**src/rtl/bambu_slave_port_reader_pkg.sv**
```systemverilog
// Shared definitions for the slave-port read-back initiator: FSM states and the
// default slave-port geometry used by both the block and the simulation harness.
package bambu_slave_port_reader_pkg;

  typedef enum logic [2:0] {
    ST_IDLE = 3'd0,
    ST_REQ  = 3'd1,
    ST_WAIT = 3'd2,
    ST_OUT  = 3'd3,
    ST_DONE = 3'd4
  } state_e;

  localparam int DEF_CHANNELS = 2;
  localparam int DEF_ADDR_W   = 9;
  localparam int DEF_DATA_W   = 64;
  localparam int DEF_SIZE_W   = 7;

  function automatic int size_bits(input int elem_bytes);
    return elem_bytes * 8;
  endfunction

endpackage

```
**src/rtl/bambu_slave_port_reader.sv**
```systemverilog
// Reads num_elems fixed-size elements from the accelerator's slave memory port
// (channel 0 only) and streams them out on a valid/ready port.
module bambu_slave_port_reader
  import bambu_slave_port_reader_pkg::*;
#(
  parameter int CHANNELS   = DEF_CHANNELS,
  parameter int ADDR_W     = DEF_ADDR_W,
  parameter int DATA_W     = DEF_DATA_W,
  parameter int SIZE_W     = DEF_SIZE_W,
  parameter int ELEM_BYTES = 4,
  parameter int CNT_W      = 16,
  parameter int TIMEOUT    = 64
) (
  input  logic                         clock,
  input  logic                         reset,
  input  logic                         start,
  input  logic [ADDR_W-1:0]            base_addr,
  input  logic [CNT_W-1:0]             num_elems,
  output logic                         busy,
  output logic                         done,
  output logic                         err_timeout,
  output logic [CHANNELS-1:0]          S_oe_ram,
  output logic [CHANNELS-1:0]          S_we_ram,
  output logic [CHANNELS*ADDR_W-1:0]   S_addr_ram,
  output logic [CHANNELS*DATA_W-1:0]   S_Wdata_ram,
  output logic [CHANNELS*SIZE_W-1:0]   S_data_ram_size,
  input  logic [CHANNELS*DATA_W-1:0]   Sout_Rdata_ram,
  input  logic [CHANNELS-1:0]          Sout_DataRdy,
  output logic                         m_valid,
  output logic [ELEM_BYTES*8-1:0]      m_data,
  output logic                         m_last,
  input  logic                         m_ready,
  output state_e                       dbg_state
);

  localparam int ELEM_W = ELEM_BYTES * 8;
  localparam int WCNT_W = $clog2(TIMEOUT + 1);
  localparam logic [SIZE_W-1:0] ELEM_SIZE = SIZE_W'(size_bits(ELEM_BYTES));

  // Output handshake: an element transfers on any cycle where m_valid && m_ready;
  // m_data/m_last stay stable while m_valid is high and m_ready is low.

  state_e             state_q;
  logic [ADDR_W-1:0]  addr_q;
  logic [CNT_W-1:0]   rem_q;
  logic [WCNT_W-1:0]  wcnt_q;
  logic [ELEM_W-1:0]  data_q;
  logic               err_q;
  logic               is_req;

  always_ff @(posedge clock) begin
    if (!reset) begin
      state_q <= ST_IDLE;
      addr_q  <= '0;
      rem_q   <= '0;
      wcnt_q  <= '0;
      data_q  <= '0;
      err_q   <= 1'b0;
    end else begin
      case (state_q)
        ST_IDLE: begin
          if (start) begin
            addr_q  <= base_addr;
            rem_q   <= num_elems;
            err_q   <= 1'b0;
            state_q <= (num_elems != '0) ? ST_REQ : ST_DONE;
          end
        end
        ST_REQ: begin
          // Counting down from TIMEOUT-1 gives exactly TIMEOUT cycles in WAIT.
          wcnt_q  <= WCNT_W'(TIMEOUT - 1);
          state_q <= ST_WAIT;
        end
        ST_WAIT: begin
          if (Sout_DataRdy[0]) begin
            data_q  <= Sout_Rdata_ram[ELEM_W-1:0];
            state_q <= ST_OUT;
          end else if (wcnt_q == '0) begin
            err_q   <= 1'b1;
            state_q <= ST_DONE;
          end else begin
            wcnt_q <= wcnt_q - 1'b1;
          end
        end
        ST_OUT: begin
          if (m_ready) begin
            addr_q  <= addr_q + ADDR_W'(ELEM_BYTES);
            rem_q   <= rem_q - 1'b1;
            state_q <= (rem_q != CNT_W'(1)) ? ST_REQ : ST_DONE;
          end
        end
        ST_DONE: state_q <= ST_IDLE;
        default: state_q <= ST_IDLE;
      endcase
    end
  end

  assign is_req      = (state_q == ST_REQ);
  assign busy        = (state_q == ST_REQ) || (state_q == ST_WAIT) || (state_q == ST_OUT);
  assign done        = (state_q == ST_DONE);
  assign err_timeout = err_q;
  assign m_valid     = (state_q == ST_OUT);
  assign m_last      = (state_q == ST_OUT) && (rem_q == CNT_W'(1));
  assign m_data      = data_q;
  assign dbg_state   = state_q;

  // Only channel 0 is ever driven; upper channels fall out of the zero-extension.
  assign S_oe_ram        = CHANNELS'(is_req);
  assign S_we_ram        = '0;
  assign S_addr_ram      = (CHANNELS*ADDR_W)'({ADDR_W{is_req}} & addr_q);
  assign S_data_ram_size = (CHANNELS*SIZE_W)'({SIZE_W{is_req}} & ELEM_SIZE);
  assign S_Wdata_ram     = '0;

  logic unused_inputs;
  assign unused_inputs = ^{Sout_Rdata_ram[CHANNELS*DATA_W-1:ELEM_W], Sout_DataRdy[CHANNELS-1:1]};

endmodule

```
**config.mk**
```make
export PLATFORM = sky130hd
export DESIGN_NAME = bambu_slave_port_reader
export DESIGN_NICKNAME = d
export VERILOG_FILES = /design/src/rtl/bambu_slave_port_reader_pkg.sv /design/src/rtl/bambu_slave_port_reader.sv
export SDC_FILE = /design/constraint.sdc
export NUM_CORES = 1
export LEC_CHECK = 0
export ABC_AREA = 1
export BUFFER_PORTS_ARGS = -buffer_cell sky130_fd_sc_hd__buf_2
export CAP_MARGIN = 20
export CORE_AREA = 2 2 140 142
export DETAILED_ROUTE_END_ITERATION = 12
export DIE_AREA = 0 0 142 144
export PLACE_DENSITY_LB_ADDON = 0.15
export SLEW_MARGIN = 0
export SYNTH_ARGS = -nofsm -noshare
export SYNTH_HDL_FRONTEND = slang
export SYNTH_SLANG_ARGS = --single-unit
```
**constraint.sdc**
```tcl
create_clock -name clock -period 2.7 [get_ports clock]
set_input_delay 0.54 -clock clock [delete_from_list [all_inputs] [get_ports clock]]
set_output_delay 0.54 -clock clock [all_outputs]
set_load 0.02 [all_outputs]
```
# Word-level counts from Yosys, hierarchy flattened
# Index checks and enable logic that the tools add are counted.
# Widths: inputs -> output; s select.
dict set report totals {
  out_inout_bits 204
  word_cells 56
  register_bits 68
  inputBits 159
}
dict set report classes {
  addsub 3
  reduce_logical 14
  n_bitwise 1
  n_mux 20
  eq_ne 12
}
# op n
set ops {}
lappend ops {{$mux 16} 2}
lappend ops {{$pmux 16 s2} 1}
lappend ops {{$mux 3} 6}
lappend ops {{$mux 9} 2}
lappend ops {{$pmux 9 s2} 1}
lappend ops {{$eq 16x1->1 const B} 1}
lappend ops {{$ne 16x1->1 const B} 1}
lappend ops {{$reduce_bool 16->1} 1}
lappend ops {{$sub 16x1->16 const B} 1}
lappend ops {{$mux 7} 2}
lappend ops {{$pmux 7 s2} 1}
lappend ops {{$pmux 3 s4} 1}
lappend ops {{$add 9x3->9 const B} 1}
lappend ops {{$and 9x9->9} 1}
lappend ops {{$reduce_and 3->1} 3}
lappend ops {{$ne 2x2->1 const B} 4}
lappend ops {{$logic_not 7->1} 1}
lappend ops {{$sub 7x1->7 const B} 1}
lappend ops {{$eq 3x2->1 const B} 2}
lappend ops {{$reduce_bool 2->1} 3}
lappend ops {{$reduce_and 4->1} 1}
lappend ops {{$eq 3x1->1 const B} 1}
lappend ops {{$eq 3x3->1 const B} 1}
lappend ops {{$logic_not 3->1} 1}
lappend ops {{7 further kinds} 10}

# Logic depth before layout (Yosys ltp)
dict set report depth {
  depth_word 4
  mapped_depth 10
  mapped_depth_nobuf 9
}

# Worst setup path before layout
# Ideal clock, no wire load.
dict set report synth_timing {
  kind {register to output}
  from {register state_q[2], in the netlist dbg_state[2]}
  to {output port S_data_ram_size[5]}
  arrival_ps 1286
  path_buffers 2
  path_stages_with_launch 6
  t_required_ps 2160
  setup_slack_ps 874
  path_cell_list {dfxtp_1 > inv_2 > nand3_1 > clkbuf_1 > inv_1 > buf_4}
}
dict set report synth_via {
  elab_chain_len 1
}
# item line
set synth_rtl {}
lappend synth_rtl {{start: declaration} bambu_slave_port_reader.sv:43} ;# state_e state_q;
lappend synth_rtl {{start signal: assignment} bambu_slave_port_reader.sv:66} ;# state_q <= (num_elems != '0) ? ST_REQ : ST_DONE;
lappend synth_rtl {{start signal: assignment} bambu_slave_port_reader.sv:89} ;# state_q <= (rem_q != CNT_W'(1)) ? ST_REQ : ST_DONE;
lappend synth_rtl {{$eq 3x1->1} bambu_slave_port_reader.sv:98} ;# assign is_req = (state_q == ST_REQ);
lappend synth_rtl {{end: declaration} bambu_slave_port_reader.sv:26} ;# output logic [CHANNELS*SIZE_W-1:0] S_data_ram_size,
# No other way between the ends.

# Worst setup path after layout
dict set report layout_timing {
  from {register rem_q[7]}
  to {output port m_last}
}
dict set report layout_via {
  elab_chain_len 2
}
# item line
set layout_rtl {}
lappend layout_rtl {{start: declaration} bambu_slave_port_reader.sv:45} ;# logic [CNT_W-1:0] rem_q;
lappend layout_rtl {{start signal: assignment} bambu_slave_port_reader.sv:64} ;# rem_q <= num_elems;
lappend layout_rtl {{start signal: assignment} bambu_slave_port_reader.sv:88} ;# rem_q <= rem_q - 1'b1;
lappend layout_rtl {{$eq 16x1->1} bambu_slave_port_reader.sv:103} ;# assign m_last = (state_q == ST_OUT) && (rem_q == CNT_W'(1));
lappend layout_rtl {{$logic_and 1x1->1} bambu_slave_port_reader.sv:103}
lappend layout_rtl {{end: declaration} bambu_slave_port_reader.sv:31} ;# output logic m_last,
# No other way between the ends.

==> impl_metrics.csv <==
group,metric,value,unit
layout,area.growth.synth_to_final,11.4,%
drt,via_count,4093,
placed_design,port_buffers,112,
setup_path,reg2reg_depth,8,
yosys,yosysMostFrequentCell,"buf_4",
grt,grt_max_degree,48,
power,ir_worst_vdd,0.413,mV
floorplanning,dieArea,20400,um2
clocking,cts_hold_buf,0,
job,max-cap-violations,0,
clocking,clk_latency,0.34,ns
grt,antenna_found_initial,5,
yosys,synth_commonest_cells,"buf_4 (156), nor2_1 (149), nand2_1 (109)",
setup_path,crit_chain,"nor2_1, nand2_1, nor2_1, nand3_1, inv_1, buf_2",
grt,overflow,0,
yosys,synth-seq-cells,68,
sta,tightest_slew,0.818,ns
setup_path,end_kind,"output pin",
yosys,syn_avg_cell_area,6.57,um2
clocking,cts_buffer_depth,2,
floorplanning,die_x,142,um
setup_path,path_class,"register to output pin",
yosys,synth_top_area_share,0.292,
sta,hold_violations,0,
sta,max-slew-margin-rel,0.454,
clocking,cts-buffers-inserted,9,
drt,route.detailed.drc,0,
setup_path,cp.required,2.16,ns
drt,ant_nets,0,
sta,period_share,0.802,
placed_design,placed_area,4860,um2
setup_path,arrival,1.62,ns
clocking,post-cts-setup-buffer-count,0,
drt,wl_per_cell,11.6,um
clocking,cts.reportedPaths.clkPinSlew,0.06,ns
grt,track_usage,0.119,
clocking,cts_resized,0,
yosys,ys_types,27,
setup_path,worst_setup_path_start_kind,"register",
yosys,synthArstFlopShare,0,
min_path,min_from,"Sout_Rdata_ram[4]",
drt,wl,12300,um
yosys,synth_cells,709,
yosys,yosysWarnings,0,
clocking,cts_tree,"done",
drt,drtIter0Drc,178,
placed_design,place.gp.congestion,0.783,
power,p_leak,2.73,nW
setup_path,slowest_stage,"dfxtp_1",
layout,final_core_util,0.272,
layout,drive_gt1_frac,0.182,
layout,nNetsFinal,977,
min_path,hold_path.class,"input pin to register",
sta,fmax,0.462,GHz
grt,grt_pass1_vias,3582,
setup_path,r2r_slack,0.90,ns
sta,setup_viol,0,
setup_path,slowest_delay,0.36,ns
placed_design,hpwl,9120,um
sta,rsz0062_at_grt,"no",
setup_path,path_common_cell,"nor2_1",
sta,slew_violations,0,
sta,setup_tns,0,ns
sta,min_period,2.16,ns
clocking,cts.sinks,68,
setup_path,r2r-end,"addr_q[7]",
clocking,clockRootBuffer,"clkbuf_16",
clocking,htree_levels,3,
sta,clock_skew,0.00564,ns
setup_path,crit-reg2reg-launch,"dbg_state[0]",
floorplanning,die_h,144,um
yosys,synthTopCellsByArea,"dfxtp_1 (29%), buf_4 (25%), nor2_1 (12%)",
outcome,status,"finished, final reports clean",
min_path,holdPathEnd,"m_data[4]",
yosys,ys.flop_type,"dfxtp_1",
drt,via_per_inst,3.87,
setup_path,crit_fanout,6,
yosys,synth_edf_count,0,
floorplanning,std_cell_rows,51,
floorplanning,floorplan.initialDensity,0.244,
power,p_per_area,1070,nW/um2
yosys,synth_area,4660,um2
grt,grt_pass1_wl,18800,um
floorplanning,core,19100,um2
yosys,yosysSeqAreaShare,0.292,
yosys,yosys.area.top_type,"dfxtp_1",
drt,first_pass_iters,6,
floorplanning,pin_count,363,
sta,whs,0.417,ns
min_path,holdPathStages,3,
layout,stdcell_area,5190,um2
-- worst max path at each step --
stage | from | end | slack (ns)
3_5_place_dp | start | addr_q[7] | 0.82
6_report | rem_q[7] | m_last | 0.54
2_1_floorplan | dbg_state[2] | S_data_ram_size[5] | 0.87
4_1_cts | dbg_state[2] | S_oe_ram[0] | 0.49
3_3_place_gp | start | addr_q[7] | 0.83
5_1_grt | rem_q[7] | m_last | 0.31
-- per-layer routing --
layer  GRT usage  part of all wire
met2       0.177              0.42
met1       0.148              0.46
met4      0.0311             0.013
met3      0.0659              0.11
met5           0            0.0017
-- registers in the layout (all words and copies together), names as in the netlist --
name         flops
m_data          32
dbg_state        3
addr_q           9
err_timeout      1
wcnt_q           7
rem_q           16
-- where the power goes --
part	internal [mW]	total (mW)	switching, mW
logic	0.807	2.65	1.84
registers	1.33	1.58	0.254
clock network	0.814	1.31	0.499
total	2.95	5.54	2.59
-- area by class of cell --
class	count	area, um2
Antenna cell	1	2.50
Sequential cell	68	1360
Tap cell	238	298
Clock buffer	9	225
Multi-Input combinational cell	567	2400
Fill cell	2183	13900
Inverter	47	176
Clock inverter	7	98.8
Timing Repair Buffer	121	628
-- cell usage in the layout (no fill, tap or decap), drive strengths merged --
cell | Yosys | layout
buf | 168 | 121
nor2 | 153 | 153
bufinv | 0 | 2
dfxtp | 68 | 68
nand2 | 112 | 112
ha | 4 | 4
nor3 | 2 | 2
a21oi | 35 | 35
diode | 0 | 1
clkbuf | 11 | 9
nand3b | 4 | 4
nand4 | 5 | 5
clkinvlp | 0 | 1
or2 | 1 | 1
clkinv | 0 | 3
o22ai | 1 | 1
inv | 47 | 48
nand3 | 29 | 29
a31oi | 1 | 1
o21ai | 63 | 63
xor2 | 1 | 1
and2 | 1 | 1
conb | 1 | 153
xnor2 | 2 | 2
-- per-stage QoR --
stage / total power, mW / worst slack [ns] / instances
5_1_grt: 6.06 / 0.306 / 1057
4_1_cts: 5.62 / 0.487 / 1057
3_5_place_dp: 4.26 / 0.825 / 1041
6_report: 5.54 / 0.536 / 1058
2_1_floorplan: 3.79 / 0.874 / 861
3_3_place_gp: 4.30 / 0.830 / 1041
-- logic make-up after synthesis --
family	share of synthesized area
simple gates	0.268
buf+inv	0.315
compound gates	0.108
fa+ha+maj	0.0107
xor+xnor	0.00564
other cells	0.000805
flops	0.292
-- worst max-delay path: cells and delay by family, from the launching register on --
family	cells	cell delay, ns
simple gates	4	0.68
buf+inv	2	0.25
flops	1	0.36
(Power assumes the default switching activity.)
